### src/rtl/uart_pkg.sv
// ---------------------------------------------------------------------------
// uart_pkg
// Shared definitions for the UART receiver and its future transmitter partner.
//   state_t     : frame-level FSM state encoding (3-bit, fixed values so the
//                 encoding stays stable for anything that decodes it).
//   parity_calc : expected parity bit for a data word (even or odd parity).
// ---------------------------------------------------------------------------
package uart_pkg;

    // Widest data word either side of the link supports.
    localparam int MAX_DATA_BITS = 9;

    typedef enum logic [2:0] {
        IDLE   = 3'd0,
        START  = 3'd1,
        DATA   = 3'd2,
        PARITY = 3'd3,
        STOP   = 3'd4
    } state_t;

    // Returns the parity bit a transmitter would append. Narrower words are
    // zero-extended by the caller, which leaves the XOR reduction unchanged.
    // Even parity: data ^ pbit == 0  ->  pbit = ^data
    // Odd parity : data ^ pbit == 1  ->  pbit = ~^data
    function automatic logic parity_calc(
        input logic [MAX_DATA_BITS-1:0] data,
        input logic                     odd
    );
        return (^data) ^ odd;
    endfunction

endpackage : uart_pkg

### src/rtl/uart_baud_tick.sv
// ---------------------------------------------------------------------------
// uart_baud_tick
// Divides the system clock down to the receiver's oversample rate.
// A counter runs 0..CLK_DIV-1 and the tick is high for the single clock in
// which the counter sits at its terminal count.
//   clk   : system clock, rising edge
//   rst_n : asynchronous active-low reset
//   clr   : synchronous clear; holds the counter at 0 and suppresses tick
//   tick  : one-clock pulse every CLK_DIV clocks while clr is low
// ---------------------------------------------------------------------------
module uart_baud_tick #(
    parameter int CLK_DIV = 4
) (
    input  logic clk,
    input  logic rst_n,
    input  logic clr,
    output logic tick
);

    // A CLK_DIV of 1 still needs a 1-bit counter so the vector is legal;
    // the counter then never leaves 0 and tick fires every clock.
    localparam int              CNT_W    = (CLK_DIV > 1) ? $clog2(CLK_DIV) : 1;
    localparam logic [CNT_W-1:0] CNT_LAST = CNT_W'(CLK_DIV - 1);

    logic [CNT_W-1:0] cnt_reg;
    logic [CNT_W-1:0] cnt_next;

    always_comb begin
        cnt_next = cnt_reg;
        if (clr || (cnt_reg == CNT_LAST)) begin
            cnt_next = '0;
        end else begin
            cnt_next = cnt_reg + 1'b1;
        end
    end

    always_ff @(posedge clk or negedge rst_n) begin
        if (!rst_n) begin
            cnt_reg <= '0;
        end else begin
            cnt_reg <= cnt_next;
        end
    end

    assign tick = !clr && (cnt_reg == CNT_LAST);

endmodule : uart_baud_tick

### src/rtl/uart_rx_param.sv
// ---------------------------------------------------------------------------
// uart_rx_param
// Parametrised oversampling UART receiver with a ready/valid holding register.
// Frame: 1 start bit, DATA_BITS data bits (LSB first), optional parity bit,
// STOP_BITS stop bits. The line is sampled at the centre of each bit: the
// start bit is re-checked half a bit after the falling edge, and every later
// bit is sampled one full bit period after the previous sample.
//
//   clk        : system clock, rising edge
//   rst_n      : asynchronous active-low reset
//   ena        : enable; low aborts any frame and parks the FSM in IDLE
//   rx         : asynchronous serial line, idle high
//   data_out   : received word, LSB = first bit on the line
//   valid_out  : data_out and error flags valid; held until accepted
//   ready_in   : consumer accepts the word when valid_out && ready_in
//   parity_err : parity mismatch for the word in data_out
//   frame_err  : some stop bit of the word in data_out was sampled low
//   overrun    : one-clock pulse; a frame finished while the holding
//                register was still full, and that frame was dropped
//   busy       : FSM is not in IDLE
// ---------------------------------------------------------------------------
module uart_rx_param
    import uart_pkg::*;
#(
    parameter int CLK_DIV    = 4,
    parameter int OVERSAMPLE = 16,
    parameter int DATA_BITS  = 8,
    parameter int PARITY_EN  = 0,
    parameter int PARITY_ODD = 0,
    parameter int STOP_BITS  = 1
) (
    input  logic                 clk,
    input  logic                 rst_n,
    input  logic                 ena,
    input  logic                 rx,
    output logic [DATA_BITS-1:0] data_out,
    output logic                 valid_out,
    input  logic                 ready_in,
    output logic                 parity_err,
    output logic                 frame_err,
    output logic                 overrun,
    output logic                 busy
);

    // ------------------------------------------------------------------
    // Counter sizing. os_cnt only ever reaches OVERSAMPLE-1 and bit_cnt
    // only ever reaches DATA_BITS-1 (stop bits count no higher), so both
    // counters are reset explicitly before they could wrap.
    // ------------------------------------------------------------------
    localparam int OS_W  = $clog2(OVERSAMPLE);
    localparam int BIT_W = $clog2(DATA_BITS);

    localparam logic [OS_W-1:0]  OS_HALF   = OS_W'(OVERSAMPLE / 2 - 1);
    localparam logic [OS_W-1:0]  OS_LAST   = OS_W'(OVERSAMPLE - 1);
    localparam logic [BIT_W-1:0] DATA_LAST = BIT_W'(DATA_BITS - 1);
    localparam logic [BIT_W-1:0] STOP_LAST = BIT_W'(STOP_BITS - 1);

    localparam int SYNC_STAGES = 2;

    // ------------------------------------------------------------------
    // rx synchroniser. Flops reset to the idle level so leaving reset never
    // looks like a start bit.
    // ------------------------------------------------------------------
    logic [SYNC_STAGES-1:0] sync_reg;
    logic                   rx_s;

    always_ff @(posedge clk or negedge rst_n) begin
        if (!rst_n) begin
            sync_reg <= '1;
        end else begin
            sync_reg <= {sync_reg[SYNC_STAGES-2:0], rx};
        end
    end

    assign rx_s = sync_reg[SYNC_STAGES-1];

    // ------------------------------------------------------------------
    // Oversample tick. Held in clear while disabled so a re-enabled
    // receiver starts from a known tick phase.
    // ------------------------------------------------------------------
    logic tick;

    uart_baud_tick #(
        .CLK_DIV (CLK_DIV)
    ) u_baud_tick (
        .clk   (clk),
        .rst_n (rst_n),
        .clr   (!ena),
        .tick  (tick)
    );

    // ------------------------------------------------------------------
    // Frame FSM and datapath
    // ------------------------------------------------------------------
    state_t               state_reg,    state_next;
    logic [OS_W-1:0]      os_cnt_reg,   os_cnt_next;
    logic [BIT_W-1:0]     bit_cnt_reg,  bit_cnt_next;
    logic [DATA_BITS-1:0] shift_reg,    shift_next;
    logic                 perr_acc_reg, perr_acc_next;
    logic                 ferr_acc_reg, ferr_acc_next;
    logic                 frame_done;

    always_comb begin
        state_next    = state_reg;
        os_cnt_next   = os_cnt_reg;
        bit_cnt_next  = bit_cnt_reg;
        shift_next    = shift_reg;
        perr_acc_next = perr_acc_reg;
        ferr_acc_next = ferr_acc_reg;
        frame_done    = 1'b0;

        if (!ena) begin
            // Abandon any partial frame; nothing reaches the holding register.
            state_next   = IDLE;
            os_cnt_next  = '0;
            bit_cnt_next = '0;
        end else if (tick) begin
            case (state_reg)
                IDLE: begin
                    if (!rx_s) begin
                        state_next    = START;
                        os_cnt_next   = '0;
                        bit_cnt_next  = '0;
                        perr_acc_next = 1'b0;
                        ferr_acc_next = 1'b0;
                    end
                end

                START: begin
                    if (os_cnt_reg == OS_HALF) begin
                        // Mid start bit: still low means a real frame, and this
                        // instant becomes the reference for all later samples.
                        os_cnt_next  = '0;
                        bit_cnt_next = '0;
                        if (!rx_s) begin
                            state_next = DATA;
                        end else begin
                            state_next = IDLE;
                        end
                    end else begin
                        os_cnt_next = os_cnt_reg + 1'b1;
                    end
                end

                DATA: begin
                    if (os_cnt_reg == OS_LAST) begin
                        os_cnt_next = '0;
                        // LSB arrives first, so shift in from the top.
                        shift_next  = {rx_s, shift_reg[DATA_BITS-1:1]};
                        if (bit_cnt_reg == DATA_LAST) begin
                            bit_cnt_next = '0;
                            if (PARITY_EN != 0) begin
                                state_next = PARITY;
                            end else begin
                                state_next = STOP;
                            end
                        end else begin
                            bit_cnt_next = bit_cnt_reg + 1'b1;
                        end
                    end else begin
                        os_cnt_next = os_cnt_reg + 1'b1;
                    end
                end

                PARITY: begin
                    if (os_cnt_reg == OS_LAST) begin
                        os_cnt_next   = '0;
                        perr_acc_next = (rx_s != parity_calc(MAX_DATA_BITS'(shift_reg),
                                                             PARITY_ODD != 0));
                        state_next    = STOP;
                    end else begin
                        os_cnt_next = os_cnt_reg + 1'b1;
                    end
                end

                STOP: begin
                    if (os_cnt_reg == OS_LAST) begin
                        os_cnt_next   = '0;
                        // Bad stop bits are only recorded; the frame still runs
                        // to its final stop sample.
                        ferr_acc_next = ferr_acc_reg | ~rx_s;
                        if (bit_cnt_reg == STOP_LAST) begin
                            bit_cnt_next = '0;
                            frame_done   = 1'b1;
                            state_next   = IDLE;
                        end else begin
                            bit_cnt_next = bit_cnt_reg + 1'b1;
                        end
                    end else begin
                        os_cnt_next = os_cnt_reg + 1'b1;
                    end
                end

                default: begin
                    state_next   = IDLE;
                    os_cnt_next  = '0;
                    bit_cnt_next = '0;
                end
            endcase
        end
    end

    always_ff @(posedge clk or negedge rst_n) begin
        if (!rst_n) begin
            state_reg    <= IDLE;
            os_cnt_reg   <= '0;
            bit_cnt_reg  <= '0;
            shift_reg    <= '0;
            perr_acc_reg <= 1'b0;
            ferr_acc_reg <= 1'b0;
        end else begin
            state_reg    <= state_next;
            os_cnt_reg   <= os_cnt_next;
            bit_cnt_reg  <= bit_cnt_next;
            shift_reg    <= shift_next;
            perr_acc_reg <= perr_acc_next;
            ferr_acc_reg <= ferr_acc_next;
        end
    end

    // ------------------------------------------------------------------
    // Holding register with ready/valid handshake. A word accepted in the
    // same cycle a frame completes frees the slot for the new word, giving
    // back-to-back valid without a bubble.
    // ------------------------------------------------------------------
    logic [DATA_BITS-1:0] data_reg,    data_next;
    logic                 valid_reg,   valid_next;
    logic                 perr_reg,    perr_next;
    logic                 ferr_reg,    ferr_next;
    logic                 overrun_reg, overrun_next;
    logic                 accept;

    assign accept = valid_reg && ready_in;

    always_comb begin
        data_next    = data_reg;
        valid_next   = valid_reg;
        perr_next    = perr_reg;
        ferr_next    = ferr_reg;
        overrun_next = 1'b0;

        if (frame_done) begin
            if (!valid_reg || accept) begin
                data_next  = shift_reg;
                perr_next  = perr_acc_reg;
                ferr_next  = ferr_acc_next;
                valid_next = 1'b1;
            end else begin
                overrun_next = 1'b1;
            end
        end else if (accept) begin
            valid_next = 1'b0;
        end
    end

    always_ff @(posedge clk or negedge rst_n) begin
        if (!rst_n) begin
            data_reg    <= '0;
            valid_reg   <= 1'b0;
            perr_reg    <= 1'b0;
            ferr_reg    <= 1'b0;
            overrun_reg <= 1'b0;
        end else begin
            data_reg    <= data_next;
            valid_reg   <= valid_next;
            perr_reg    <= perr_next;
            ferr_reg    <= ferr_next;
            overrun_reg <= overrun_next;
        end
    end

    assign data_out   = data_reg;
    assign valid_out  = valid_reg;
    assign parity_err = perr_reg;
    assign frame_err  = ferr_reg;
    assign overrun    = overrun_reg;
    assign busy       = (state_reg != IDLE);

endmodule : uart_rx_param

### config.mk
export PLATFORM = sky130hd
export DESIGN_NAME = uart_rx_param
export DESIGN_NICKNAME = d
export VERILOG_FILES = /design/src/rtl/uart_pkg.sv /design/src/rtl/uart_baud_tick.sv /design/src/rtl/uart_rx_param.sv
export SDC_FILE = /design/constraint.sdc
export NUM_CORES = 1
export LEC_CHECK = 0
export CAP_MARGIN = 0
export CORE_UTILIZATION = 45
export CTS_CLUSTER_DIAMETER = 120
export DETAILED_ROUTE_END_ITERATION = 16
export PLACE_DENSITY = 0.66
export SYNTH_ARGS = -nofsm -noshare
export SYNTH_HDL_FRONTEND = slang
export SYNTH_HIERARCHICAL = 1
export SYNTH_SLANG_ARGS = --single-unit
### constraint.sdc
create_clock -name clk -period 2.7 [get_ports clk]
set_clock_uncertainty 0.1 [all_clocks]
set_input_delay 0.675 -clock clk [delete_from_list [all_inputs] [get_ports clk]]
set_output_delay 0.675 -clock clk [all_outputs]
set_load 0.01 [all_outputs]
Word level (Yosys, flattened, before mapping). Index checks and enable logic that the tools add are counted.

Word-level logic and storage cells: 104. Register bits: 36. Input port bits: 5. Output and inout bits: 13.

Add/sub/neg operators: 3. Mux-type cells: 45. Equal/unequal tests: 21. Reduce and logical (&&, ||, !) cells: 20. Bitwise logic cells: 2.

Operators with widths (count): 3-bit 2-to-1 mux (17); 3-bit case mux with 5 select lines (2); 3-bit != test (second input constant) (7); 4-bit 2-to-1 mux (5); 1-bit 2-to-1 mux (16); 4-bit case mux with 3 select lines (1); 9-bit XOR reduction (1); 8-bit AND reduction (1); 3-bit by 2-bit equality test with 1-bit output (second input constant) (2); 3-bit equality test (second input constant) (2); 3-bit zero test (2); 2-bit != test (second input constant) (3); 2-bit AND reduction (3); 6-bit AND reduction (1); 5-bit AND reduction (1); 4-bit by 1-bit adder with 4-bit output (second input constant) (1); 4-bit by 3-bit equality test with 1-bit output (second input constant) (1); 4-bit equality test (second input constant) (1); 2-bit 2-to-1 mux (2); 2-bit by 1-bit != test with 1-bit output (second input constant) (2); 1-bit case mux with 2 select lines (2); 4-bit AND reduction (1); 2-bit nonzero test (2); 3-bit by 1-bit adder with 3-bit output (second input constant) (1); 11 further kinds (14).

Longest topological paths before layout.
Depth after elaboration: 8. Depth in mapped cells: 8. Gate-level depth less buffers: 7.

Hierarchy. Netlist, hierarchy kept.

Modules (own cells, without submodules): uart_rx_param (times used 1, area an instance 1675.4 µm², cells each 150, seq. area each 853.3 µm²); uart_baud_tick (times used 1, area an instance 93.8 µm², cells each 6, seq. area each 50.0 µm²).

Worst setup path after synthesis. No wires, ideal clock.

Path kind: in2reg. Start point: input port ena. End point: register ferr_reg, in the netlist frame_err. Arrival time: 2142 ps. Required time: 2475 ps. Stages on the path: 8. Path buffers: 1. Slack: 333 ps. Path through: clkinv_1 -> nor2b_2 -> nand2_1 -> nor2_2 -> nand3_1 -> nor2b_1 -> buf_2 -> mux2_2.

Word-level cells in the longest chain between the ends: 4. Elaborated cells on any way between the ends: 6. Those cells by class: mux: 4; reduce/logical: 2.

Ends and longest elaborated chain: from (decl) (RTL line uart_rx_param.sv:34) `input logic ena,`; 1-bit logical AND * (RTL line uart_baud_tick.sv:45) `assign tick = !clr && (cnt_reg == CNT_LAST);`; via tick (RTL line uart_rx_param.sv:81) `logic tick;`; 1-bit 2-to-1 mux (RTL line uart_rx_param.sv:117) `end else if (tick) begin`; 1-bit 2-to-1 mux (RTL line uart_rx_param.sv:112) `if (!ena) begin`; 2-bit AND reduction (no source line); to (signal assigned) (RTL line uart_rx_param.sv:267) `ferr_reg <= ferr_next;`; to (decl) (RTL line uart_rx_param.sv:229) `logic ferr_reg, ferr_next;`.

The timed path passes the listed nets; every way through them passes the cells marked *. A chain may end at the register's enable or synchronous reset.

Worst setup path in the final report.
Start point: register state_reg[2]. End point: output port busy.

Word-level cells in the longest chain between the ends: 1.

Ends and longest elaborated chain: from (decl) (RTL line uart_rx_param.sv:95) `state_t state_reg, state_next;`; from (signal assigned) (RTL line uart_rx_param.sv:212) `state_reg <= state_next;`; 3-bit nonzero test (RTL line uart_rx_param.sv:277) `assign busy = (state_reg != IDLE);`; to (decl) (RTL line uart_rx_param.sv:42) `output logic busy`.

No other way between the ends.

==> results_tabular.tex <==
\begin{tabular}{lr}
\hline
Metric & Value \\
\hline
\multicolumn{2}{l}{\textbf{GRT}} \\
Overall track demand over capacity in global routing & 18.6\% \\
Antenna violations before repair & 0 \\
Largest net degree at the start of global routing & 37 \\
Vias in the first global route & approximately 1300 \\
Total congestion overflow after global routing & 0 \\
First-pass GRT wire length & just under 6000 µm \\
\multicolumn{2}{l}{\textbf{Setup path}} \\
Worst R2R End & bit\_cnt\_reg[2] \\
Ordered list of cells on the worst path & or3\_1, clkdlybuf4s50\_1 \\
Reg-to-Reg Start & u\_baud\_tick/cnt\_reg[0] \\
Top Family by Delay on Critical Path & buffers and inverters \\
Delay of the slowest cell on the worst path & 0.51 ns \\
Setup crit start kind & flop \\
Setup slack of the most critical reg-to-reg path & about 0.65 ns \\
Classification of the worst setup path & reg -> out \\
Logic depth of the worst register-to-register path & 7 \\
Combined buffer and inverter count along the critical path & 1 \\
Critical path data required time & around 1.9 ns \\
Slowest stage cell on the critical path & sky130\_fd\_sc\_hd\_\_clkdlybuf4s50\_1 \\
Arrival time worst endpoint & 1.77 ns \\
Kind of capture point of the worst setup path & output pin \\
Highest fanout seen on the critical path & 11 \\
\multicolumn{2}{l}{\textbf{Floorplanning}} \\
Die Y-Extent & 64.7 µm \\
Initial Utilization & between 40 and 50\% \\
Die outline width & roughly 65 µm \\
Total die area & around 0.0042 mm² \\
Row Count & 22 \\
Floorplan Core Area & 0.00372 mm² \\
Boundary Pins & 18 \\
\multicolumn{2}{l}{\textbf{Layout}} \\
Most frequent cells in the layout & 34 x sky130\_fd\_sc\_hd\_\_dfrtp\_1, 17 x sky130\_fd\_sc\_hd\_\_mux2\_1, 17 x sky130\_fd\_sc\_hd\_\_clkdlybuf4s50\_1, 11 x sky130\_fd\_sc\_hd\_\_nand2\_1, 10 x sky130\_fd\_sc\_hd\_\_buf\_4 \\
Most frequent standard cell in the layout excluding fill and tap cells & sky130\_fd\_sc\_hd\_\_dfrtp\_1 \\
Area added between synthesis and finish & 21.7\% \\
Number of nets in the layout & just under 200 \\
Layout cell share with drive strength beyond 1 & about 16\% \\
Final cell utilization of the core & between 50\% and 60\% \\
Diode insertion count for antenna repair & 0 \\
Finished Layout Cells & between 200 and 250 \\
\multicolumn{2}{l}{\textbf{Clocking}} \\
Clock tree buffer depth & 2 \\
Setup fix buffers added after clock tree synthesis & 0 \\
CTS H-tree depth & 2 \\
Clock network latency to the later pin of the worst-skew pair & a little under 0.3 ns \\
Clock tree from TritonCTS & built \\
Clock sink total & 36 \\
Clock Root Buffer & sky130\_fd\_sc\_hd\_\_clkbuf\_8 \\
Quantity of gates resized following cts & 0 \\
Num CTS Buffers & 5 \\
Hold buffer count at cts & 0 \\
Clock transition at the registers of the reported paths & around 0.07 ns \\
\multicolumn{2}{l}{\textbf{Power}} \\
Pint & between 0.8 and 0.9 mW \\
Clock group share of total power & $\sim$43\% \\
Sequential share of power & 52.0\% \\
Leakage power total & 1.00 nW \\
Switch Pwr & approximately 0.22 mW \\
Peak ir drop on the vdd network & approximately 0.35 mV \\
Combinational Power Share & slightly above 5\% \\
Switch share & about a fifth \\
PD cells & around 500 mW/mm² \\
\multicolumn{2}{l}{\textbf{Synth}} \\
Synth unique cells & between 40 and 50 \\
Instance count of the mapped netlist & $\sim$160 \\
Register area share after synthesis & between 50\% and 60\% \\
Post-synthesis sequential element count & 36 \\
Largest family of logic cells by synthesized area & simple AND/OR/NAND/NOR gates \\
Compound-Gate Fraction of Synth Area & around a tenth \\
Simple-gate share of the synthesized area & 16.1\% \\
Mean instance size in the synthesized netlist & around 11 µm² \\
Post-synthesis adder-cell area fraction & between 3 and 4\% \\
Synthesized-area fraction occupied by xor and xnor cells & under 10\% \\
Mux cell area share after synthesis & roughly 13\% \\
Area of the mapped netlist & roughly 0.0018 mm² \\
Synthesized net count & $\sim$170 \\
Total number of yosys warnings & 6 \\
\multicolumn{2}{l}{\textbf{STA}} \\
RSZ-0062 raised after global routing & no \\
Count of final hold-check violations & 0 \\
Setup Viol. Count Final & 0 \\
Max-slew headroom & 67.9\% \\
Worst-Margin Slew & a little under 0.5 ns \\
Achievable Freq & a little under 0.4 GHz \\
Crit share post-route & around 94\% \\
Worst setup slack after layout & 0.157 ns \\
Total Neg Setup Slack & 0 ns \\
Clock period minus final worst setup slack & $\sim$2.5 ns \\
Number of pins exceeding their max-slew limit in the final report & 0 \\
\multicolumn{2}{l}{\textbf{Placed design}} \\
Worst slack at placement & approximately 0.05 ns \\
Number of cells after detailed placement & approximately 230 \\
Port buffer count & 17 \\
Gp weighted congestion & just under 0.9 \\
Post-DP HPWL & between 2000 and 2500 µm \\
\multicolumn{2}{l}{\textbf{Min path}} \\
Count of cells along the worst hold path & 0 \\
Worst min path class & reg -> reg \\
Startpoint of the tightest hold check path & sync\_reg[0] \\
Hold endpoint & sync\_reg[1] \\
\multicolumn{2}{l}{\textbf{Detailed routing}} \\
TritonRoute pass-1 iters & 4 \\
Average routed wire per standard cell & about 14 µm \\
Vias & approximately 1300 \\
Number of design-rule violations left by the first detailed-router iteration & 67 \\
Number of remaining DRC errors & 0 \\
Antenna violation net count after detailed routing & 0 \\
Vias/cell & approximately 5.4 \\
Total Wirelength & around 3200 µm \\
\multicolumn{2}{l}{\textbf{Run status}} \\
Result of the run & finished clean \\
\multicolumn{2}{l}{\textbf{Flow run}} \\
Number of maximum-capacitance violations & 0 \\
\hline
\end{tabular}
==> power by group through the flow <==
stage          Clock (mW)  Combinational [mW]  Sequential (mW)
2_1_floorplan           0              0.0265            0.566
3_3_place_gp            0              0.0539            0.567
3_5_place_dp            0              0.0563            0.568
4_1_cts             0.473              0.0562            0.557
5_1_grt             0.493              0.0614            0.558
6_report            0.460              0.0547            0.557
==> cell usage after synthesis, drive strengths merged <==
| cell type | count | area (µm²) |
|---|---|---|
| dfrtp | 34 | 851 |
| mux2 | 18 | 203 |
| nand2 | 11 | 41.3 |
| a21oi | 8 | 43.8 |
| nor2 | 8 | 32.5 |
| nor3 | 8 | 50.1 |
| nand3 | 6 | 30.0 |
| xnor2 | 6 | 52.6 |
| ha | 5 | 62.6 |
| inv | 5 | 18.8 |
| nand2b | 5 | 31.3 |
| o21ai | 5 | 28.8 |
| nor2b | 4 | 27.5 |
| buf | 3 | 21.3 |
| clkbuf | 2 | 7.51 |
| dfstp | 2 | 52.6 |
| mux2i | 2 | 20.0 |
| nand3b | 2 | 15.0 |
| nor3b | 2 | 20.0 |
| or3 | 2 | 12.5 |
| xor2 | 2 | 17.5 |
| a21boi | 1 | 7.51 |
| a22oi | 1 | 7.51 |
| a311oi | 1 | 8.76 |
| a31oi | 1 | 6.26 |
| a32oi | 1 | 8.76 |
| a41o | 1 | 10.0 |
| a41oi | 1 | 8.76 |
| and3 | 1 | 6.26 |
| clkinv | 1 | 3.75 |
| o2111ai | 1 | 8.76 |
| o21a | 1 | 7.51 |
| o21bai | 1 | 11.3 |
| o311ai | 1 | 8.76 |
| o31ai | 1 | 7.51 |
| or2 | 1 | 8.76 |
| or4b | 1 | 10.0 |
==> kinds of logic after synthesis <==
logic type | Yosys count
flops | 36
compound gates | 25
buf+inv | 11
xor+xnor | 8
fa+ha+maj | 5
mux | 20
simple gates | 51
==> worst register-to-register path: cells and delay by family, from the launching register on <==
| family | cells | cell delay (ns) |
|---|---|---|
| buf+inv | 1 | 0.14 |
| flops | 1 | 0.37 |
| simple gates | 2 | 0.69 |
| fa+ha+maj | 1 | 0.22 |
| compound gates | 3 | 0.46 |
==> per-stage QoR <==
step | total power, mW | hold slack (ns) | cell area (µm²)
floorplan | 0.593 | 0.245 | 1770
global placement | 0.621 | 0.246 | 2050
detailed placement | 0.624 | 0.247 | 2050
CTS | 1.09 | 0.256 | 2150
global route | 1.11 | 0.260 | 2150
finish | 1.07 | 0.255 | 2150
==> final cells by class <==
class / instances / area [µm²]
Fill cell: 344 / 1560
Sequential cell: 36 / 903
Multi-Input combinational cell: 109 / 815
Timing Repair Buffer: 27 / 245
Clock buffer: 6 / 72.6
Tap cell: 48 / 60.1
Clock inverter: 2 / 35.0
Inverter: 6 / 22.5
==> routing by layer <==
metal / up-vias / GRT usage [%] / wire [µm]
li1: 609 / - / -
met1: 612 / 23.9 / 1430
met2: 27 / 29.8 / 1570
met3: 6 / 5.46 / 147
met4: 0 / 6.39 / 42
met5: - / 0 / 0
==> worst max-delay path by stage <==
stage / from / end / slack (ns) / depth (start not counted)
2_1_floorplan: ena / frame_err / 0.33 / 8
3_3_place_gp: ena / frame_err / 0.08 / 9
3_5_place_dp: ena / frame_err / 0.05 / 9
4_1_cts: state_reg[2] / busy / 0.15 / 2
5_1_grt: state_reg[2] / busy / 0.1 / 2
6_report: state_reg[2] / busy / 0.16 / 2
Note: power is estimated with default switching activity, not from simulation.
